$ cat src/rtl/mda_crtc_regs_pkg.sv
// MDA CRTC register block: shared constants, port decode and reset values.
// Imported by the interface, synchroniser and top.
package mda_crtc_regs_pkg;

    typedef enum logic [2:0] {
        P_IDX,
        P_DATA,
        P_MODE,
        P_STAT,
        P_NONE
    } port_e;

    localparam logic [3:0] OFF_MODE = 4'h8;
    localparam logic [3:0] OFF_STAT = 4'hA;

    localparam logic [4:0] R_CUR_START = 5'd10;
    localparam logic [4:0] R_CUR_END   = 5'd11;
    localparam logic [4:0] R_START_HI  = 5'd12;
    localparam logic [4:0] R_START_LO  = 5'd13;
    localparam logic [4:0] R_CUR_HI    = 5'd14;
    localparam logic [4:0] R_CUR_LO    = 5'd15;
    localparam logic [4:0] R_MISC_CNT  = 5'd10;

    localparam logic [6:0] R10_RST = 7'h0B;
    localparam logic [4:0] R11_RST = 5'h0C;

    localparam logic [3:0] STAT_FIXED = 4'hF;
    localparam logic [7:0] RD_NONE    = 8'hFF;

    localparam int MODE_HIRES = 0;
    localparam int MODE_VIDEO = 3;
    localparam int MODE_BLINK = 5;

    // Offsets 0-7 alias the 6845 index/data pair on even/odd addresses.
    function automatic port_e port_decode(input logic [3:0] off);
        port_e p;
        p = P_NONE;
        unique case (1'b1)
            (!off[3] && !off[0]): p = P_IDX;
            (!off[3] && off[0]):  p = P_DATA;
            (off == OFF_MODE):    p = P_MODE;
            (off == OFF_STAT):    p = P_STAT;
            default:              p = P_NONE;
        endcase
        return p;
    endfunction

endpackage

$ cat src/rtl/mda_crtc_regs_if.sv
// CPU I/O bus for the MDA register block.
// master = CPU side, slave = register block.
interface mda_crtc_regs_if;
    logic [15:0] iAddr;
    logic [7:0]  iData;
    logic        iIoWr;
    logic        iIoRd;
    logic [7:0]  oData;
    logic        oDataValid;

    modport master (
        output iAddr, iData, iIoWr, iIoRd,
        input  oData, oDataValid
    );

    modport slave (
        input  iAddr, iData, iIoWr, iIoRd,
        output oData, oDataValid
    );
endinterface

$ cat src/rtl/mda_crtc_regs_cdc_sync.sv
// Single-bit multi-flop synchroniser with asynchronous active-high reset.
module cdc_sync #(
    parameter int STAGES = 2
) (
    input  logic clk_i,
    input  logic rst_i,
    input  logic d_i,
    output logic q_o
);
    logic [STAGES-1:0] sync_q;

    always_ff @(posedge clk_i or posedge rst_i) begin
        if (rst_i) sync_q <= '0;
        else       sync_q <= {sync_q[STAGES-2:0], d_i};
    end

    assign q_o = sync_q[STAGES-1];
endmodule

$ cat src/rtl/mda_crtc_regs.sv
// MDA CPU-side I/O registers: 6845 subset, mode and status ports,
// plus frame-counted cursor and attribute blink phases.
module mda_crtc_regs
    import mda_crtc_regs_pkg::*;
#(
    parameter logic [15:0] BASE_ADDR    = 16'h03B0,
    parameter int          CUR_FAST_DIV = 16,
    parameter int          CUR_SLOW_DIV = 32,
    parameter int          SYNC_STAGES  = 2
) (
    input  logic           iClk,
    input  logic           iRst,
    mda_crtc_regs_if.slave bus,
    input  logic           iVgaHs,
    input  logic           iVgaVs,
    input  logic           iVgaBlank,
    output logic [13:0]    oStartAddr,
    output logic [13:0]    oCursorAddr,
    output logic [4:0]     oCursorStart,
    output logic [4:0]     oCursorEnd,
    output logic           oCursorVis,
    output logic           oAttrBlink,
    output logic           oVideoEn,
    output logic           oBlinkEn,
    output logic           oHiRes
);
    localparam int CW = $clog2(CUR_SLOW_DIV);
    localparam int FB = $clog2(CUR_FAST_DIV) - 1;
    localparam int SB = CW - 1;

    logic [4:0]    idx_q, idx_d;
    logic [7:0]    misc_unused_q [10];
    logic [7:0]    misc_unused_d [10];
    logic [6:0]    r10_q, r10_d;
    logic [4:0]    r11_q, r11_d;
    logic [5:0]    r12_q, r12_d;
    logic [7:0]    r13_q, r13_d;
    logic [5:0]    r14_q, r14_d;
    logic [7:0]    r15_q, r15_d;
    logic          hires_q, hires_d;
    logic          video_q, video_d;
    logic          blink_q, blink_d;
    logic [CW-1:0] cnt_q, cnt_d;
    logic          vs_prev_q;
    logic [7:0]    data_q, data_d;
    logic          valid_q, valid_d;

    logic          vs_s, hb_s, tick, hit, wr, rd;
    logic [7:0]    rdata;
    port_e         port;
    logic          unused_hs;

    assign unused_hs = iVgaHs;

    cdc_sync #(.STAGES(SYNC_STAGES)) u_sync_vs (
        .clk_i (iClk),
        .rst_i (iRst),
        .d_i   (iVgaVs),
        .q_o   (vs_s)
    );

    // Blanking during vsync is reported only through the vsync bit.
    cdc_sync #(.STAGES(SYNC_STAGES)) u_sync_hb (
        .clk_i (iClk),
        .rst_i (iRst),
        .d_i   (iVgaBlank & ~iVgaVs),
        .q_o   (hb_s)
    );

    assign tick = vs_s & ~vs_prev_q;
    assign hit  = bus.iAddr[15:4] == BASE_ADDR[15:4];
    assign port = port_decode(bus.iAddr[3:0]);
    assign wr   = hit & bus.iIoWr;
    assign rd   = hit & bus.iIoRd & ~bus.iIoWr;

    always_comb begin
        rdata = 8'h00;
        unique case (port)
            P_IDX:  rdata = 8'h00;
            P_DATA: begin
                case (idx_q)
                    R_START_HI: rdata = {2'b00, r12_q};
                    R_START_LO: rdata = r13_q;
                    R_CUR_HI:   rdata = {2'b00, r14_q};
                    R_CUR_LO:   rdata = r15_q;
                    default:    rdata = 8'h00;
                endcase
            end
            P_STAT: rdata = {STAT_FIXED, vs_s, 2'b00, hb_s};
            default: rdata = RD_NONE;
        endcase
    end

    always_comb begin
        idx_d         = idx_q;
        misc_unused_d = misc_unused_q;
        r10_d         = r10_q;
        r11_d         = r11_q;
        r12_d         = r12_q;
        r13_d         = r13_q;
        r14_d         = r14_q;
        r15_d         = r15_q;
        hires_d       = hires_q;
        video_d       = video_q;
        blink_d       = blink_q;
        if (wr) begin
            unique case (port)
                P_IDX:  idx_d = bus.iData[4:0];
                P_DATA: begin
                    if (idx_q < R_MISC_CNT) begin
                        misc_unused_d[idx_q[3:0]] = bus.iData;
                    end
                    case (idx_q)
                        R_CUR_START: r10_d = bus.iData[6:0];
                        R_CUR_END:   r11_d = bus.iData[4:0];
                        R_START_HI:  r12_d = bus.iData[5:0];
                        R_START_LO:  r13_d = bus.iData;
                        R_CUR_HI:    r14_d = bus.iData[5:0];
                        R_CUR_LO:    r15_d = bus.iData;
                        default:     ;
                    endcase
                end
                P_MODE: begin
                    hires_d = bus.iData[MODE_HIRES];
                    video_d = bus.iData[MODE_VIDEO];
                    blink_d = bus.iData[MODE_BLINK];
                end
                default: ;
            endcase
        end
        data_d  = rd ? rdata : 8'h00;
        valid_d = rd;
        cnt_d   = cnt_q + CW'(tick);
    end

    always_ff @(posedge iClk or posedge iRst) begin
        if (iRst) begin
            idx_q         <= '0;
            misc_unused_q <= '{default: '0};
            r10_q         <= R10_RST;
            r11_q         <= R11_RST;
            r12_q         <= '0;
            r13_q         <= '0;
            r14_q         <= '0;
            r15_q         <= '0;
            hires_q       <= 1'b0;
            video_q       <= 1'b0;
            blink_q       <= 1'b0;
            cnt_q         <= '0;
            vs_prev_q     <= 1'b0;
            data_q        <= 8'h00;
            valid_q       <= 1'b0;
        end else begin
            idx_q         <= idx_d;
            misc_unused_q <= misc_unused_d;
            r10_q         <= r10_d;
            r11_q         <= r11_d;
            r12_q         <= r12_d;
            r13_q         <= r13_d;
            r14_q         <= r14_d;
            r15_q         <= r15_d;
            hires_q       <= hires_d;
            video_q       <= video_d;
            blink_q       <= blink_d;
            cnt_q         <= cnt_d;
            vs_prev_q     <= vs_s;
            data_q        <= data_d;
            valid_q       <= valid_d;
        end
    end

    always_comb begin
        oCursorVis = 1'b1;
        unique case (r10_q[6:5])
            2'b00: oCursorVis = 1'b1;
            2'b01: oCursorVis = 1'b0;
            2'b10: oCursorVis = cnt_q[FB];
            2'b11: oCursorVis = cnt_q[SB];
            default: oCursorVis = 1'b1;
        endcase
    end

    assign oStartAddr     = {r12_q, r13_q};
    assign oCursorAddr    = {r14_q, r15_q};
    assign oCursorStart   = r10_q[4:0];
    assign oCursorEnd     = r11_q;
    assign oAttrBlink     = cnt_q[SB] & blink_q;
    assign oVideoEn       = video_q;
    assign oBlinkEn       = blink_q;
    assign oHiRes         = hires_q;
    assign bus.oData      = data_q;
    assign bus.oDataValid = valid_q;
endmodule
$ cat src/flat_wrapper.sv
// flat-port wrapper written by rule: the top's interface ports become plain ports
module mda_crtc_regs_flat import mda_crtc_regs_pkg::*;
#(
    parameter logic [15:0] BASE_ADDR    = 16'h03B0,
    parameter int          CUR_FAST_DIV = 16,
    parameter int          CUR_SLOW_DIV = 32,
    parameter int          SYNC_STAGES  = 2
)
  (iClk, iRst, iVgaHs, iVgaVs, iVgaBlank, oStartAddr, oCursorAddr, oCursorStart, oCursorEnd, oCursorVis, oAttrBlink, oVideoEn, oBlinkEn, oHiRes, bus_iAddr, bus_iData, bus_iIoWr, bus_iIoRd, bus_oData, bus_oDataValid);
  mda_crtc_regs_if bus_i ();
  input  logic iClk;
  input  logic iRst;
  input  logic iVgaHs;
  input  logic iVgaVs;
  input  logic iVgaBlank;
  output logic [13:0] oStartAddr;
  output logic [13:0] oCursorAddr;
  output logic [4:0] oCursorStart;
  output logic [4:0] oCursorEnd;
  output logic oCursorVis;
  output logic oAttrBlink;
  output logic oVideoEn;
  output logic oBlinkEn;
  output logic oHiRes;
  input wire logic [$bits(bus_i.iAddr)-1:0] bus_iAddr;
  input wire logic [$bits(bus_i.iData)-1:0] bus_iData;
  input wire logic [$bits(bus_i.iIoWr)-1:0] bus_iIoWr;
  input wire logic [$bits(bus_i.iIoRd)-1:0] bus_iIoRd;
  output wire logic [$bits(bus_i.oData)-1:0] bus_oData;
  output wire logic [$bits(bus_i.oDataValid)-1:0] bus_oDataValid;
  assign bus_i.iAddr = bus_iAddr;
  assign bus_i.iData = bus_iData;
  assign bus_i.iIoWr = bus_iIoWr;
  assign bus_i.iIoRd = bus_iIoRd;
  assign bus_oData = bus_i.oData;
  assign bus_oDataValid = bus_i.oDataValid;
  mda_crtc_regs #(.BASE_ADDR(BASE_ADDR), .CUR_FAST_DIV(CUR_FAST_DIV), .CUR_SLOW_DIV(CUR_SLOW_DIV), .SYNC_STAGES(SYNC_STAGES)) u_core (.iClk(iClk), .iRst(iRst), .bus(bus_i), .iVgaHs(iVgaHs), .iVgaVs(iVgaVs), .iVgaBlank(iVgaBlank), .oStartAddr(oStartAddr), .oCursorAddr(oCursorAddr), .oCursorStart(oCursorStart), .oCursorEnd(oCursorEnd), .oCursorVis(oCursorVis), .oAttrBlink(oAttrBlink), .oVideoEn(oVideoEn), .oBlinkEn(oBlinkEn), .oHiRes(oHiRes));
endmodule
$ cat config.mk
export PLATFORM = sky130hd
export DESIGN_NAME = mda_crtc_regs_flat
export DESIGN_NICKNAME = d
export VERILOG_FILES = /design/src/rtl/mda_crtc_regs_pkg.sv /design/src/rtl/mda_crtc_regs_if.sv /design/src/rtl/mda_crtc_regs_cdc_sync.sv /design/src/rtl/mda_crtc_regs.sv /design/src/flat_wrapper.sv
export SDC_FILE = /design/constraint.sdc
export NUM_CORES = 1
export LEC_CHECK = 0
export BUFFER_PORTS_ARGS = -buffer_cell sky130_fd_sc_hd__buf_2
export CELL_PAD_IN_SITES_DETAIL_PLACEMENT = 1
export CELL_PAD_IN_SITES_GLOBAL_PLACEMENT = 2
export CORE_MARGIN = 2
export CORE_UTILIZATION = 35
export CTS_CLUSTER_SIZE = 40
export DETAILED_ROUTE_END_ITERATION = 8
export PLACE_DENSITY = 0.82
export SLEW_MARGIN = 40
export SYNTH_ARGS = -nofsm -noshare
export SYNTH_HDL_FRONTEND = slang
export SYNTH_SLANG_ARGS = --single-unit
$ cat constraint.sdc
create_clock -name iClk -period 2.9 [get_ports iClk]
set_input_delay 0.58 -clock iClk [delete_from_list [all_inputs] [get_ports iClk]]
set_output_delay 0.58 -clock iClk [all_outputs]
set_load 0.02 [all_outputs]
==> results.cfg <==
[status]
status = complete, no violations

[power]
cellPowerDensity_nw_per_um2 = 534
cellLeakagePower_nw = 1.87
ir_worst_vdd_uv = 286

[final_layout]
stdcell_count = 397
final_nets = 320
most-common-layout-cells = 81 x buf_2, 62 x dfrtp_1, 50 x mux2_2, 10 x clkbuf_8, 8 x nand2_1
area_growth_pct = 25.7
finalCoreUtilization = 0.451
drive_gt1_frac = 0.579
num-fill-cells = 860
diodes = 0
layout_commonest_cell = buf_2
final_cell_area_sq_um = 3670

[logic_synthesis]
synthXorXnorAreaFrac = 0.00900
synthMuxAreaShare = 0.239
synth_seq_area_share = 0.576
synth_edf_count = 0
netlist_area_sq_um = 2920
async_flop_share = 1.00
ys_types = 28
synth_compound_area_frac = 0.0197
synth.avg_cell_area_sq_um = 14.6
synth_nets = 233
syn_inst = 200
synth-simple-area-share = 0.122
ys_warn_count = 0
synth_top_family_by_area = multiplexers
synthAdderAreaFrac = 0.00857
ys_ff_latch = 67
synth_ff_type = dfrtp_1

[sta]
worst_slew_pin_slew_ps = 725
min_period_ps = 2310
timing.final.crit_share = 0.798
rsz0062_at_grt = false
finalWorstSetupSlack_ps = 585
max_slew_margin = 0.516
finalSetupTns_ps = 0
fin_skew_ps = 8.67
finalSetupViolations = 0
drv_slew = 0
report.final.hold_viol_count = 0
max_freq_ghz = 0.432

[clock_network]
root_buffer = clkbuf_8
hold_buffers = 0
cts.clk_slew.worst_paths_ps = 70
cts.path.max_buffers = 2
cts-buffers-inserted = 9
post_cts_resized = 0
postCtsSetupBuffers = 0
tritoncts = built
clock_sinks = 67
h-tree-depth = 3
worstSkewPairLatency_ps = 340

[routing]
wl_per_cell_microns = 18.0
routed_wirelength_mm = 7.16
route.detailed.drc = 0
ant_nets = 0
first_pass_iters = 4
vias = 1965
drt_iter0_drc = 75
via_per_inst = 4.95

[placed_design]
routabilityCongestion = 0.726
port_buffers = 81
placed_area_sq_um = 3450
dp.cells = 381
dp_hpwl_mm = 5.25
dpl_worst_slack_ps = 420

[global_routing]
gr-total-overflow = 0
antenna_found_initial = 0
grt_usage = 0.174
grt_pass1_vias = 2155
grt_start_max_net_pins = 35
grt_pass1_wl_mm = 11.6

[floorplan]
dieArea_sq_um = 9090
die_y_microns = 95.3
core_area_sq_um = 8130
dieWidth_microns = 95.3
start_util = 0.359
io_pins = 83
rows = 33

[worst_setup_path]
cp.required_ps = 3120
start_kind = register
worstSetupPathType = reg -> reg
r2r_end = u_core.r14_q[2]$_DFFE_PP0P_
r2r-start = u_core.idx_q[0]$_DFFE_PP0P_
path_max_fanout = 13
reg2reg_depth = 4
reg2reg_setup_slack_ps = 590
crit_arrival_ps = 2530
endpoint_kind = register

[worst_hold_path]
hp-class = in -> async

[flow_run]
maxCapViolCount = 0
==> where the power goes <==
| part | switching (mW) | internal (mW) |
|---|---|---|
| registers | 0.0264 | 0.973 |
| logic | 0.0565 | 0.0430 |
| clock network | 0.353 | 0.509 |
| total | 0.436 | 1.52 |
==> state kept, by name, indices dropped and copies added (netlist names), 2 cells and up <==
signal	count
u_core.bus.oData	8
u_core.r13_q	8
u_core.r15_q	8
u_core.r10_q	7
u_core.r12_q	6
u_core.r14_q	6
u_core.cnt_q	5
u_core.idx_q	5
u_core.oCursorEnd	5
u_core.u_sync_hb.sync_q	2
u_core.u_sync_vs.sync_q	2
==> worst max-delay path, cell delays in order (launching register included) <==
cell and delay (ps):
dfrtp_1 610, nor4bb_1 390, nand4_1 270, nor4_4 520, mux2_2 400
==> layer usage <==
metal,up-vias,track usage,routed length (microns)
li1,902,-,-
met1,1002,0.225,3120
met2,53,0.281,3540
met3,8,0.0482,402
met4,0,0.0616,100
met5,-,0,0
==> how the worst max path moves through the flow <==
stage | from | end | slack [ps] | cells past startpoint
after global placement | bus_iAddr[15] | u_core.r14_q[4]$_DFFE_PP0P_ | 440 | 6
after CTS | u_core.idx_q[0]$_DFFE_PP0P_ | u_core.r14_q[1]$_DFFE_PP0P_ | 550 | 4
after detailed placement | bus_iAddr[11] | u_core.r13_q[4]$_DFFE_PP0P_ | 420 | 5
after global routing | u_core.idx_q[0]$_DFFE_PP0P_ | u_core.r14_q[2]$_DFFE_PP0P_ | 470 | 4
after floorplan | iRst | u_core.bus.oDataValid$_DFF_PP0_ | 650 | 1
final | u_core.idx_q[0]$_DFFE_PP0P_ | u_core.r14_q[2]$_DFFE_PP0P_ | 590 | 4
==> cell families after synthesis <==
| logic type | after synthesis |
|---|---|
| adders and majority gates | 2 |
| AOI/OAI and AO/OA | 11 |
| buffers and inverters | 14 |
| and+or+nand+nor | 47 |
| muxes | 56 |
| DFF | 67 |
| xor gates and xnor gates | 3 |
==> cells in the mapped netlist (2+ instances only) <==
| cell | instances | share of area |
|---|---|---|
| ha_1 | 2 | 0.0086 |
| and4b_1 | 2 | 0.0069 |
| nand3_1 | 5 | 0.0086 |
| a31oi_1 | 2 | 0.0043 |
| dfstp_2 | 5 | 0.045 |
| o21ai_0 | 3 | 0.0051 |
| a21oi_1 | 6 | 0.010 |
| nor2b_1 | 6 | 0.013 |
| inv_1 | 3 | 0.0039 |
| clkbuf_1 | 3 | 0.0039 |
| nand2_1 | 8 | 0.010 |
| dfrtp_1 | 62 | 0.53 |
| nor2_1 | 6 | 0.0077 |
| mux4_2 | 6 | 0.046 |
| xnor2_1 | 2 | 0.0060 |
| buf_2 | 3 | 0.0051 |
| mux2_2 | 50 | 0.19 |
| buf_4 | 5 | 0.013 |
| nor4_4 | 5 | 0.036 |
| nor4bb_1 | 2 | 0.0069 |
| nand4_1 | 7 | 0.015 |
==> cell type report <==
class / count / area [sq um] / share of cell area
well taps: 105 / 131 / 0.0358
clock inverters: 4 / 73.8 / 0.0201
clock buffers: 12 / 145 / 0.0395
flip-flops and latches: 67 / 1680 / 0.459
inverters: 3 / 11.3 / 0.00307
repair buffers: 87 / 463 / 0.126
multi-input cells: 119 / 1160 / 0.317
==> metrics by stage <==
step / power [mW] / hold WS [ps]
floorplan: 1.06 / 331
global placement: 1.11 / 337
detailed placement: 1.12 / 346
CTS: 1.99 / 354
global route: 2.06 / 355
finish: 1.96 / 358
Note: power is estimated with default switching activity, not from simulation.
